--- src/rtl/minmax_ctrl_pkg.sv ---
// Shared types for the min/max search controller: FSM states, comparator flags
// and the signed/unsigned condition decode applied to those flags.
package minmax_ctrl_pkg;

  typedef enum logic [2:0] {
    IDLE,
    ACCEPT,
    CMP_MIN,
    CMP_MAX,
    DONE
  } state_t;

  typedef struct packed {
    logic n;
    logic z;
    logic c;
    logic v;
  } flags_t;

  // a < b from the flags of a-b
  function automatic logic flags_lt(input flags_t f, input logic signed_mode);
    return signed_mode ? (f.n ^ f.v) : ~f.c;
  endfunction

  // a > b from the flags of a-b
  function automatic logic flags_gt(input flags_t f, input logic signed_mode);
    return signed_mode ? (~f.z & ~(f.n ^ f.v)) : (f.c & ~f.z);
  endfunction

endpackage

--- src/rtl/cmp_flag_unit.sv ---
// Combinational subtract-based comparator producing ALU-style n/z/c/v flags of a-b.
module cmp_flag_unit
  import minmax_ctrl_pkg::*;
#(
  parameter int WIDTH = 8
) (
  input  logic [WIDTH-1:0] a_i,
  input  logic [WIDTH-1:0] b_i,
  output flags_t           flags_o
);

  logic [WIDTH-1:0] diff;
  logic             borrow;

  // The extra top bit of the widened subtraction is the borrow out.
  assign {borrow, diff} = {1'b0, a_i} - {1'b0, b_i};

  assign flags_o.n = diff[WIDTH-1];
  assign flags_o.z = (diff == '0);
  assign flags_o.c = ~borrow;
  assign flags_o.v = ((a_i[WIDTH-1] ^ b_i[WIDTH-1]) & (a_i[WIDTH-1] ^ diff[WIDTH-1]));

endmodule

--- src/rtl/minmax_search_controller.sv ---
// Streams a batch of samples through one shared comparator, tracking the running
// minimum and maximum together with the index of the first occurrence of each.
module minmax_search_controller
  import minmax_ctrl_pkg::*;
#(
  parameter int WIDTH     = 8,
  parameter int COUNT_MAX = 16,
  localparam int CNT_W    = $clog2(COUNT_MAX + 1)
) (
  input  logic             clk,
  input  logic             reset,
  input  logic             start,
  input  logic             signed_mode,
  input  logic [CNT_W-1:0] length,
  input  logic             in_valid,
  input  logic [WIDTH-1:0] in_data,
  output logic             in_ready,
  output logic             busy,
  output logic             done,
  output logic             error,
  output logic [WIDTH-1:0] min_value,
  output logic [WIDTH-1:0] max_value,
  output logic [CNT_W-1:0] min_index,
  output logic [CNT_W-1:0] max_index
);

  state_t           state_q;
  logic             in_ready_q;
  logic             busy_q;
  logic             done_q;
  logic             error_q;
  logic             signed_q;
  logic [CNT_W-1:0] length_q;
  logic [CNT_W-1:0] count_q;
  logic [CNT_W-1:0] count_d;
  logic [WIDTH-1:0] sample_q;
  logic [CNT_W-1:0] sample_idx_q;
  logic [WIDTH-1:0] min_q;
  logic [WIDTH-1:0] max_q;
  logic [CNT_W-1:0] min_idx_q;
  logic [CNT_W-1:0] max_idx_q;

  logic [WIDTH-1:0] cmp_b;
  flags_t           flags;
  logic             length_bad;

  assign count_d    = count_q + CNT_W'(1);
  assign length_bad = (length == '0) || (length > CNT_W'(COUNT_MAX));

  // One comparator serves both passes; the state picks which running value it sees.
  assign cmp_b = (state_q == CMP_MAX) ? max_q : min_q;

  cmp_flag_unit #(
    .WIDTH(WIDTH)
  ) u_cmp (
    .a_i    (sample_q),
    .b_i    (cmp_b),
    .flags_o(flags)
  );

  always_ff @(posedge clk) begin
    if (reset) begin
      state_q      <= IDLE;
      in_ready_q   <= 1'b0;
      busy_q       <= 1'b0;
      done_q       <= 1'b0;
      error_q      <= 1'b0;
      signed_q     <= 1'b0;
      length_q     <= '0;
      count_q      <= '0;
      sample_q     <= '0;
      sample_idx_q <= '0;
      min_q        <= '0;
      max_q        <= '0;
      min_idx_q    <= '0;
      max_idx_q    <= '0;
    end else begin
      done_q <= 1'b0;
      case (state_q)
        IDLE: begin
          if (start) begin
            signed_q <= signed_mode;
            length_q <= length;
            busy_q   <= 1'b1;
            if (length_bad) begin
              error_q <= 1'b1;
              done_q  <= 1'b1;
              state_q <= DONE;
            end else begin
              error_q    <= 1'b0;
              count_q    <= '0;
              in_ready_q <= 1'b1;
              state_q    <= ACCEPT;
            end
          end
        end
        ACCEPT: begin
          if (in_valid) begin
            sample_q     <= in_data;
            sample_idx_q <= count_q;
            count_q      <= count_d;
            if (count_q == '0) begin
              // First sample seeds both running values; no compare needed.
              min_q     <= in_data;
              max_q     <= in_data;
              min_idx_q <= '0;
              max_idx_q <= '0;
              if (length_q == CNT_W'(1)) begin
                in_ready_q <= 1'b0;
                done_q     <= 1'b1;
                state_q    <= DONE;
              end
            end else begin
              in_ready_q <= 1'b0;
              state_q    <= CMP_MIN;
            end
          end
        end
        CMP_MIN: begin
          if (flags_lt(flags, signed_q)) begin
            min_q     <= sample_q;
            min_idx_q <= sample_idx_q;
          end
          state_q <= CMP_MAX;
        end
        CMP_MAX: begin
          if (flags_gt(flags, signed_q)) begin
            max_q     <= sample_q;
            max_idx_q <= sample_idx_q;
          end
          if (count_q == length_q) begin
            done_q  <= 1'b1;
            state_q <= DONE;
          end else begin
            in_ready_q <= 1'b1;
            state_q    <= ACCEPT;
          end
        end
        DONE: begin
          busy_q  <= 1'b0;
          state_q <= IDLE;
        end
        default: begin
          in_ready_q <= 1'b0;
          busy_q     <= 1'b0;
          state_q    <= IDLE;
        end
      endcase
    end
  end

  assign in_ready  = in_ready_q;
  assign busy      = busy_q;
  assign done      = done_q;
  assign error     = error_q;
  assign min_value = min_q;
  assign max_value = max_q;
  assign min_index = min_idx_q;
  assign max_index = max_idx_q;

endmodule
--- config.mk ---
export PLATFORM = sky130hd
export DESIGN_NAME = minmax_search_controller
export DESIGN_NICKNAME = d
export VERILOG_FILES = /design/src/rtl/minmax_ctrl_pkg.sv /design/src/rtl/cmp_flag_unit.sv /design/src/rtl/minmax_search_controller.sv
export SDC_FILE = /design/constraint.sdc
export NUM_CORES = 1
export LEC_CHECK = 0
export BUFFER_PORTS_ARGS = -buffer_cell sky130_fd_sc_hd__buf_2
export CAP_MARGIN = 20
export CORE_MARGIN = 1
export CORE_UTILIZATION = 60
export DETAILED_ROUTE_END_ITERATION = 6
export PLACE_DENSITY = 0.95
export SLEW_MARGIN = 10
export SYNTH_ARGS = -nofsm -noshare
export SYNTH_HDL_FRONTEND = slang
export SYNTH_SLANG_ARGS = --single-unit
export TNS_END_PERCENT = 50
--- constraint.sdc ---
create_clock -name clk -period 10.8 [get_ports clk]
set_input_delay 1.08 -clock clk [delete_from_list [all_inputs] [get_ports clk]]
set_output_delay 1.08 -clock clk [all_outputs]
set_load 0.02 [all_outputs]
==> flow_metrics.tcl <==
set metrics [dict create \
    status "completed" \
    arrival_ns 5.21 \
    vias 2737 \
    setup_viol 0 \
    fp.coreArea_sq_um 4750 \
    start_kind "register" \
    cpMaxStageDelayCell "nand3_1" \
    fin_area_sq_um 3450 \
    clk_latency_ns 0.35 \
    timing.final.crit_share 0.466 \
    drive_gt1_frac 0.212 \
    max_slew_margin 0.256 \
    synthDistinctLibCells 50 \
    postSynthCellCount 344 \
    cts_resized 0 \
    critPathBufInv 1 \
    grt_pass1_wl_mm 11.8 \
    ctsHoldBuffers 0 \
    wl_per_cell_microns 15.9 \
    fin_setup_tns_ns 0 \
    fmax_ghz 0.199 \
    synth_area_sq_um 3000 \
    grt_setup_unrepaired "no" \
    ys_seq_area_frac 0.380 \
    pin_count 48 \
    p_leak_nw 1.45 \
    min-delay-start "min_index[4]" \
    ys_warn_count 0 \
    worst_hold_path.num_cells 2 \
    ir_drop_mv 0.147 \
    worstHoldPathType "reg -> reg" \
    crit_fanout 21 \
    gr-total-overflow 0 \
    postCtsSetupBuffers 0 \
    die_area_sq_um 5290 \
    drc 0 \
    cts_sinks 57 \
    die_x_microns 72.7 \
    crit_path_cell_trace "inv_2, nand3_1, mux2i_1, ha_1, and3b_1, o211ai_1, a21oi_1, o21ai_0, nor2b_1, fa_1, nand4b_1, a221oi_1, o2111ai_2, a21oi_1, a311oi_2" \
    cp.required_ns 10.98 \
    report.final.slew_viol_count 0 \
    worst_pin_slew_ns 1.12 \
    slowest_delay_ns 0.70 \
    end_kind "register" \
    utilization 0.726 \
    cts_buffers 9 \
    cp_num_cells 15 \
    firstDrtPassIters 5 \
    wl_mm 7.22 \
    die_h_microns 72.7 \
    r2r_start "state_q[2]" \
    p_per_area_nw_per_um2 162 \
    nets 411 \
    rr_worst_depth 15 \
    root_buffer "clkbuf_8" \
    via_per_inst 6.04 \
    hold_viol 0 \
    final_antenna_net_count 0 \
    path_common_cell "a21oi_1" \
    place_hpwl_mm 4.84 \
    gp_congestion 0.902 \
    synth_nets 374 \
    grt_max_degree 56 \
    crit_start "state_q[2]" \
    fin_skew_ns 0.0103 \
    multi_input_area_sq_um 1720 \
    cts_buffer_depth 2 \
    crit_family "compound AO/OA/AOI/OAI gates" \
    seq_area_sq_um 1140 \
    post-route-min-period_ns 5.03 \
    drt_iter0_markers 203 \
    ys_async_sr_fraction 0 \
    nFillCells 344 \
    antenna_found_initial 0 \
    synth_edf_count 0 \
    synthToLayoutAreaGrowth_pct 14.9 \
    p_total_w 0.000560 \
    rows 25 \
    finalNonFillerCells 453 \
    place.port_buffers 47 \
    clkSlewWorstSetupHoldPaths_ns 0.07 \
    dp.cells 437 \
    grt_pass1_vias 2643 \
    final_cell_mix "nand2_1 (57), dfxtp_1 (57), buf_2 (47)" \
    antenna_cells 0 \
    drv_cap 0 \
    synth-seq-cells 57 \
    initial_core_util 0.632 \
    placed_cell_area_sq_um 3210 \
    critPathKind "reg -> reg" \
    syn_area_per_cell_sq_um 8.73 \
    grt_usage 0.291 \
    synth_flop_cell "dfxtp_1" \
    cts_tree "built" \
    htree_num_levels 3 \
]
[Yosys cell counts (5+ instances only)]
cell type / n / area share
mux2i_1: 23 / 0.077
nand2_1: 57 / 0.071
dfxtp_1: 57 / 0.38
buf_2: 5 / 0.0083
xnor2_1: 5 / 0.015
clkbuf_1: 9 / 0.011
nand3_1: 8 / 0.013
a311oi_2: 8 / 0.040
inv_1: 7 / 0.0088
ha_1: 10 / 0.042
nand4_1: 7 / 0.015
nor2_1: 22 / 0.028
o21ai_0: 9 / 0.015
a21oi_1: 44 / 0.073
a211oi_1: 10 / 0.025
[flip-flops by register name, summed over array words and instances, names as in the netlist]
name / count
in_ready: 1
length_q: 5
signed_q: 1
min_index: 5
state_q: 3
sample_q: 8
sample_idx_q: 5
count_q: 5
max_value: 8
max_index: 5
done: 1
min_value: 8
busy: 1
error: 1
[metrics by stage]
step,hold slack [ns],setup WS [ns]
after floorplan,0.450,6.97
after global placement,0.441,6.16
after detailed placement,0.441,5.86
after CTS,0.457,5.84
after global routing,0.484,5.38
final,0.455,5.77
[routing by layer]
metal / vias up / GRT usage / wire (microns)
li1: 1308 / - / -
met1: 1286 / 0.325 / 2970
met2: 116 / 0.496 / 3600
met3: 27 / 0.0608 / 399
met4: 0 / 0.203 / 248
met5: - / 0 / 0
[worst register-to-register path: stages, from the launching register on]
cell and delay (ns):
dfxtp_1 0.36, inv_2 0.15, nand3_1 0.70, mux2i_1 0.31
ha_1 0.39, and3b_1 0.20, o211ai_1 0.13, a21oi_1 0.27
o21ai_0 0.11, nor2b_1 0.14, fa_1 0.48, nand4b_1 0.10
a221oi_1 0.35, o2111ai_2 0.66, a21oi_1 0.44, a311oi_2 0.08
[cell families (layout without fill, tap and decap cells)]
kind of cell | after synthesis | count (layout) | share of synthesized area
muxes | 24 | 24 | 0.0804
and+or+nand+nor | 120 | 120 | 0.188
xor gates and xnor gates | 10 | 10 | 0.0317
buffers and inverters | 29 | 71 | 0.0483
adders and majority gates | 12 | 12 | 0.0550
DFF | 57 | 57 | 0.380
AOI/OAI and AO/OA | 92 | 92 | 0.216
[report_power, final]
group          switching (W)  internal [W]  leakage (nW)   total, W
logic              0.0000535     0.0000339         0.867  0.0000874
registers         0.00000779      0.000219         0.463   0.000227
clock network      0.0000872      0.000159         0.120   0.000246
total               0.000148      0.000412          1.45   0.000560
[worst paths after layout]
| kind | slack [ns] | end |
|---|---|---|
| worst min-delay path | 0.46 | min_index[4] |
| worst min register to register | 0.46 | min_index[4] |
| worst max-delay path | 5.77 | max_value[4] |
| worst max register to register | 5.77 | max_value[4] |
[area by class of cell]
| cell class | instances | share of cell area |
|---|---|---|
| Clock buffer | 11 | 0.0410 |
| Clock inverter | 5 | 0.0297 |
| Inverter | 8 | 0.00870 |
| Multi-Input combinational cell | 258 | 0.497 |
| Sequential cell | 57 | 0.331 |
| Tap cell | 67 | 0.0243 |
| Timing Repair Buffer | 47 | 0.0682 |
(Power assumes the default switching activity.)
